[src/rtl/multicycle_sequencer.sv]
// Multi-cycle RV32I control sequencer: FETCH -> DECODE -> EXEC -> [MEM] -> [WB] with
// single-beat memory handshakes, sticky illegal-instruction halt and a retire counter.
module multicycle_sequencer (
  input  logic        clk,
  input  logic        reset,
  input  logic        imem_ready,
  input  logic        dmem_ready,
  input  logic [6:0]  opcode,
  input  logic [3:0]  alu_control,
  input  logic        regwrite_control,
  output logic        imem_req,
  output logic        ir_write,
  output logic        pc_write,
  output logic        dmem_req,
  output logic        dmem_we,
  output logic        regfile_we,
  output logic [2:0]  state,
  output logic        illegal,
  output logic [31:0] instret
);

  typedef enum logic [2:0] {
    StFetch  = 3'd0,
    StDecode = 3'd1,
    StExec   = 3'd2,
    StMem    = 3'd3,
    StWb     = 3'd4,
    StHalt   = 3'd5
  } state_e;

  typedef enum logic [1:0] {ClsR, ClsI, ClsLoad, ClsStore} cls_e;

  localparam logic [6:0] OpR     = 7'b0110011;
  localparam logic [6:0] OpI     = 7'b0010011;
  localparam logic [6:0] OpLoad  = 7'b0000011;
  localparam logic [6:0] OpStore = 7'b0100011;

  state_e      state_q;
  cls_e        cls_q;
  cls_e        cls_dec;
  logic        op_legal;
  logic        halt_dec;
  logic        illegal_q;
  logic [31:0] instret_q;

  // Classify the live opcode; only consulted during DECODE.
  always_comb begin
    cls_dec  = ClsR;
    op_legal = 1'b1;
    case (opcode)
      OpR:     cls_dec = ClsR;
      OpI:     cls_dec = ClsI;
      OpLoad:  cls_dec = ClsLoad;
      OpStore: cls_dec = ClsStore;
      default: op_legal = 1'b0;
    endcase
    halt_dec = !op_legal ||
               (((cls_dec == ClsR) || (cls_dec == ClsI)) && (alu_control == 4'b1111));
  end

  // Strobes are forced low while reset is high so nothing completes in a reset cycle.
  always_comb begin
    imem_req   = 1'b0;
    ir_write   = 1'b0;
    pc_write   = 1'b0;
    dmem_req   = 1'b0;
    dmem_we    = 1'b0;
    regfile_we = 1'b0;
    if (!reset) begin
      case (state_q)
        StFetch: begin
          imem_req = 1'b1;
          ir_write = imem_ready;
        end
        StMem: begin
          dmem_req = 1'b1;
          dmem_we  = (cls_q == ClsStore);
          pc_write = (cls_q == ClsStore) && dmem_ready;
        end
        StWb: begin
          regfile_we = regwrite_control;
          pc_write   = 1'b1;
        end
        default: ;
      endcase
    end
  end

  always_ff @(posedge clk) begin
    if (reset) begin
      state_q   <= StFetch;
      cls_q     <= ClsR;
      illegal_q <= 1'b0;
      instret_q <= 32'd0;
    end else begin
      if (pc_write) begin
        instret_q <= instret_q + 32'd1;
      end
      case (state_q)
        StFetch: begin
          if (imem_ready) begin
            state_q <= StDecode;
          end
        end
        StDecode: begin
          if (halt_dec) begin
            state_q   <= StHalt;
            illegal_q <= 1'b1;
          end else begin
            cls_q   <= cls_dec;
            state_q <= StExec;
          end
        end
        StExec: begin
          if ((cls_q == ClsLoad) || (cls_q == ClsStore)) begin
            state_q <= StMem;
          end else begin
            state_q <= StWb;
          end
        end
        StMem: begin
          if (dmem_ready) begin
            state_q <= (cls_q == ClsStore) ? StFetch : StWb;
          end
        end
        StWb:    state_q <= StFetch;
        StHalt:  state_q <= StHalt;
        default: state_q <= StFetch;
      endcase
    end
  end

  assign state   = state_q;
  assign illegal = illegal_q;
  assign instret = instret_q;

endmodule

[config.mk]
export PLATFORM = sky130hd
export DESIGN_NAME = multicycle_sequencer
export DESIGN_NICKNAME = d
export VERILOG_FILES = /design/src/rtl/multicycle_sequencer.sv
export SDC_FILE = /design/constraint.sdc
export NUM_CORES = 1
export LEC_CHECK = 0
export ABC_AREA = 1
export BUFFER_PORTS_ARGS = -buffer_cell sky130_fd_sc_hd__buf_4
export CAP_MARGIN = 30
export CORE_MARGIN = 2
export CORE_UTILIZATION = 54
export CTS_BUF_LIST = sky130_fd_sc_hd__clkbuf_2 sky130_fd_sc_hd__clkbuf_4 sky130_fd_sc_hd__clkbuf_8
export CTS_CLUSTER_SIZE = 28
export DETAILED_ROUTE_END_ITERATION = 6
export GPL_ROUTABILITY_DRIVEN = 0
export PLACE_DENSITY = 0.89
export SYNTH_ARGS = -nofsm -noshare
export SYNTH_HDL_FRONTEND = slang
export SYNTH_SLANG_ARGS = --single-unit
[constraint.sdc]
create_clock -name clk -period 1.74 [get_ports clk]
set_input_delay 0.261 -clock clk [delete_from_list [all_inputs] [get_ports clk]]
set_output_delay 0.261 -clock clk [all_outputs]
set_load 0.005 [all_outputs]
# Word-level counts from Yosys, hierarchy flattened
# Cells that the tools add are included.
totals:
  regBits: 38
  latch_bits: 0
  ram_bits: 0
  mem_bits_ro: 0
  output_inout_bits: 42
  mem_count: 0
op_classes:
  addsub: 1
  n_mul: 0
  div: 0
  n_lt_le_gt_ge: 0
  n_eq_ne: 15
  shifts: 0
  muxes: 20
  bitwise: 1
  n_reduce_logical: 12
op_table:
  columns: ["op", "n"]
  rows:
  - ["adder 32 x 1 -> 32 bit (second input constant)", 1]
  - ["2-to-1 mux 3 bit", 5]
  - ["one-hot mux 3 bit (5 select lines)", 1]
  - ["equality test 7 x 6 -> 1 bit (second input constant)", 2]
  - ["2-to-1 mux 1 bit", 12]
  - ["equality test 7 x 2 -> 1 bit (second input constant)", 1]
  - ["equality test 7 x 5 -> 1 bit (second input constant)", 1]
  - ["equality test 3 x 2 -> 1 bit (second input constant)", 2]
  - ["equality test 3 bit (second input constant)", 2]
  - ["one-hot mux 2 bit (3 select lines)", 1]
  - ["AND reduction 2 bit", 3]
  - ["equality test 2 bit (second input constant)", 2]
  - ["equality test 4 bit (second input constant)", 1]
  - ["inequality test 2 bit (second input constant)", 2]
  - ["OR reduction 4 bit", 1]
  - ["equality test 3 x 1 -> 1 bit (second input constant)", 1]
  - ["zero test 3 bit", 1]
  - ["logical OR 1 bit", 3]
  - ["equality test 2 x 1 -> 1 bit (second input constant)", 1]
  - ["logical AND 1 bit", 2]
  - ["zero test 2 bit", 1]
  - ["one-hot mux 1 bit (2 select lines)", 1]
  - ["zero test 1 bit", 1]
  - ["NOT 1 bit", 1]

# Logic depth before layout (Yosys ltp)
depth:
  depth_word: 8
  depth_mapped: 10
  ltp_nobuf: 10

# Least setup slack after synthesis
# No wires, ideal clock.
synth_path:
  kind: "register -> register"
  from: "register instret_q[0] (netlist: instret[0])"
  to: "register instret_q[22] (netlist: instret[22])"
  setup_time_ns: 0.115
  arrival_ns: 1.287
  required_time_ns: 1.625
  slack_ns: 0.338
  path_stages_with_launch: 11
  n_path_buf: 0
  period_less_slack_ns: 1.402
  path_cell_list: "dfxtp_1 ha_1 nand3_1 inv_1 nand2_1 nor2_1 nand2_1 nor2_1 nand3_1 nand2_1 nor2_1"
synth_between:
  elab_chain_len: 1
synth_rtl:
  columns: ["item", "line", "text"]
  rows:
  - ["from (decl)", "44", "logic [31:0] instret_q;"]
  - ["from (signal assigned)", "97", "instret_q <= instret_q + 32'd1;"]
  - ["adder 32 x 1 -> 32 bit", "97", null]
# No other way between the ends.
# A chain may end at the register's enable or synchronous reset.

# Worst setup path after layout
layout_path:
  from: "register state_q[0] (netlist: state[0])"
  to: "output pc_write"
layout_between:
  elab_chain_len: 3
layout_rtl:
  columns: ["item", "line", "text"]
  rows:
  - ["from (decl)", "38", "state_e state_q;"]
  - ["from (signal assigned)", "91", "state_q <= StFetch;"]
  - ["from (signal assigned)", "102", "state_q <= StDecode;"]
  - ["from (signal assigned)", "107", "state_q <= StHalt;"]
  - ["equality test 3 bit / equality test 3 x 2 -> 1 bit (equally long branches)", "70", "case (state_q)"]
  - ["one-hot mux 1 bit (2 select lines) (*)", "70", null]
  - ["2-to-1 mux 1 bit (*)", "69", "if (!reset) begin"]
  - ["to (decl)", "13", "output logic pc_write,"]
# Mark *: on every way between the ends. The rest lies on a longest branch, timed or not.

==> summary.txt <==
Status
  • Run status: finished clean

Synth
  • Ys async rst share: 0%
  • Yosys synthesis warning count: 0
  • Number of flops mapped to enable cells by yosys: 0
  • Most frequent cell after synthesis: nand2_1
  • Synth top area share: 35.2%
  • Top post-synthesis cells by count: nand2_1, nor2_1, dfxtp_1, inv_1, nand3_1
  • Synth top area cells: dfxtp_1, nand2_1, nor2_1
  • Synth cell types: 33
  • Post-Synthesis Cell Area: 0.00216 sq mm
  • Post-synthesis register bit count: 38
  • Synth Flop Type: dfxtp_1
  • Register area share after synthesis: 35.2%
  • Synth Area per Inst: 6.41 sq um
  • Syn_nets: 354
  • Gate Count Post-Synth: 337
  • Synth area leader: dfxtp_1

Critical path
  • R2R setup slack: 0.16 ns
  • FF-to-FF path depth: 8
  • Crit path from: state[0]
  • CP arrival: 1.38 ns
  • CP endpoint: pc_write
  • CP endpoint kind: output port
  • Critical path buffers and inverters: 2
  • Worst-path maximum fanout: 8
  • Reg2reg start: instret[7]
  • Worst EP required: 1.48 ns
  • CP top delay family: simple AND/OR/NAND/NOR gates
  • Kind of critical path: flip-flop to output port
  • CP max stage delay: 0.38 ns
  • CP Cell Sequence: nand2_2 -> nor2_2 -> nand2_2 -> nand2_8 -> nand2_8 -> clkinv_2 -> buf_4
  • Slowest CP cell: dfxtp_4
  • Worst R2R End: instret[20]
  • Critical path depth in cells: 7
  • Worst setup SP type: flip-flop

Final layout
  • Final Util: 74.7%
  • Syn-to-layout area delta: 29.5%
  • Final Non-Filler Cells: 451
  • Layout cells sized above 1: 24.8%
  • Antenna Cells: 0
  • Post-route cell area: 0.00280 sq mm
  • Nets@finish: 421

Power
  • Leakage: 1.26 nW
  • Final Total Pwr: 2.01 mW
  • Worst vdd ir: 0.000587 V
  • PwrDens: 720 mW/mm^2

Clock network
  • CTS tree: built
  • Root Buffer: clkbuf_8
  • Clock transition at path regs: 0.07 ns
  • Clk_lat worst skew: 0.29 ns
  • CTS H-Tree Depth: 2
  • Num CTS Buffers: 5
  • CTS Buffer Depth: 2
  • CTS sink cnt: 38

STA
  • Final Hold Violating Endpoints: 0
  • WHS: 0.298 ns
  • Crit share post-route: 94.4%
  • Clock Skew: 0.00371 ns
  • Slew HR: 70.8%
  • Worst-Margin Slew: 0.435 ns
  • Max Clk Rate: 609 MHz
  • Final Max Tran Viols: 0
  • Final setup viols: 0
  • Post-layout min period: 1.64 ns

Die
  • Die area: 0.00452 sq mm
  • Core area: 0.00374 sq mm
  • I/O pins: 58
  • DIE WIDTH: 67.2 um
  • Chip height: 67.2 um
  • Row count: 22
  • Initial Util: 57.7%

Placed design
  • Area after DPL: 0.00265 sq mm
  • IO Port Bufs: 57
  • HPWL after DPL: 4130 um
  • Cells after DPL: 440

Job
  • Number of max-cap violations: 0

Routing
  • Post-DRT Antenna Nets: 0
  • Starting DRT DRC Count: 185
  • DR vias/cell: 5.27
  • Overall routed net length: 5690 um
  • Wire per inst: 12.6 um
  • Drt pass-1 iters: 4
  • Remaining DRCs: 0
  • Vias: 2376

Global routing
  • Initial antenna violation count: 0
  • First-pass GRT wire length: 9360 um
  • Largest net degree at the start of global routing: 20
  • Total grt overflow: 0
  • Vias in the first global route: 2132
  • Total GRT Usage: 27.1%

Hold path
  • Min-delay worst type: input port to flip-flop
==> kinds of logic (layout without fill, tap and decap cells) <==
kind of cell | Yosys count | in the layout | share of synthesized area, %
AOI/OAI and AO/OA | 35 | 35 | 8.63
xor gates and xnor gates | 7 | 7 | 2.84
adders and majority gates | 1 | 1 | 0.579
buffers and inverters | 47 | 113 | 8.46
DFF | 38 | 38 | 35.2
and+or+nand+nor | 209 | 209 | 44.3
==> metal layers <==
metal	share of wire [%]	vias up	global-route usage (%)	wire length, um
li1	-	1206	-	-
met1	43	1053	34.0	2460
met2	48	98	44.6	2720
met3	6.2	19	6.17	350
met4	2.8	0	11.7	157
met5	0	-	0	0
==> registers in the layout (all words and copies together) (netlist names) <==
register  cells
cls_q         2
state         3
illegal       1
instret      32
==> power by group <==
part           internal, mW  switching [mW]  total [mW]
clock                 0.305           0.294       0.600
combinational         0.201           0.249       0.450
sequential            0.915          0.0494       0.964
total                  1.42           0.592        2.01
==> what timing repair did <==
| item | in CTS | in global routing |
|---|---|---|
| endpoints found under the setup margin | 1 | 7 |
| gates resized for setup | 3 | 8 |
| setup buffers | 0 | 5 |
| gates cloned | 0 | 0 |
| hold buffers | 0 | 0 |
| pin swaps | 0 | 1 |
==> worst reg2reg max path, stage by stage (launching register included) <==
cell      delay [ns]
dfxtp_1         0.43
nand2_1         0.14
nor2_2          0.20
nand2_1         0.11
nor2_2          0.17
nand2_1         0.14
o21bai_1        0.16
nand2_1         0.06
a21oi_1         0.11
==> per-stage QoR <==
step	worst slack, ns	TNS (ns)
6_report	0.0967	0
5_1_grt	-0.0717	-0.0717
4_1_cts	0.0148	0
3_5_place_dp	0.181	0
3_3_place_gp	0.259	0
2_1_floorplan	0.338	0
==> final cells by class <==
type / count / area, sq um
inverter: 42 / 159
clock buffer: 6 / 82.6
sequential: 38 / 768
multi-input combinational: 252 / 1240
tap: 48 / 60.1
timing repair buffer: 65 / 488
fill: 327 / 946
==> worst min path at each step <==
stage	from	to	cells past startpoint
after detailed placement	illegal	illegal	2
after CTS	reset	instret[22]	4
after floorplan	illegal	illegal	2
after global routing	opcode[5]	cls_q[0]	3
final	opcode[5]	cls_q[0]	3
after global placement	illegal	illegal	2
==> cell usage in the layout, fill, tap and decap left out, types with 2 or more instances in the layout <==
cell type / Yosys / final
a21oi_1: 22 / 22
xor2_1: 5 / 5
nand2_2: 3 / 3
nand3b_1: 2 / 2
nor2_4: 3 / 4
nand3_2: 1 / 2
nand4_1: 8 / 8
nand2_1: 83 / 83
xnor2_1: 2 / 2
clkbuf_8: 0 / 6
dfxtp_2: 0 / 3
nor2_2: 6 / 7
dfxtp_1: 38 / 34
nand2_8: 1 / 2
nor2_1: 62 / 60
inv_1: 38 / 37
buf_4: 1 / 65
nand3_1: 28 / 27
o21ai_0: 8 / 8
nor3_1: 7 / 7
inv_2: 3 / 4
(Power assumes the default switching activity.)
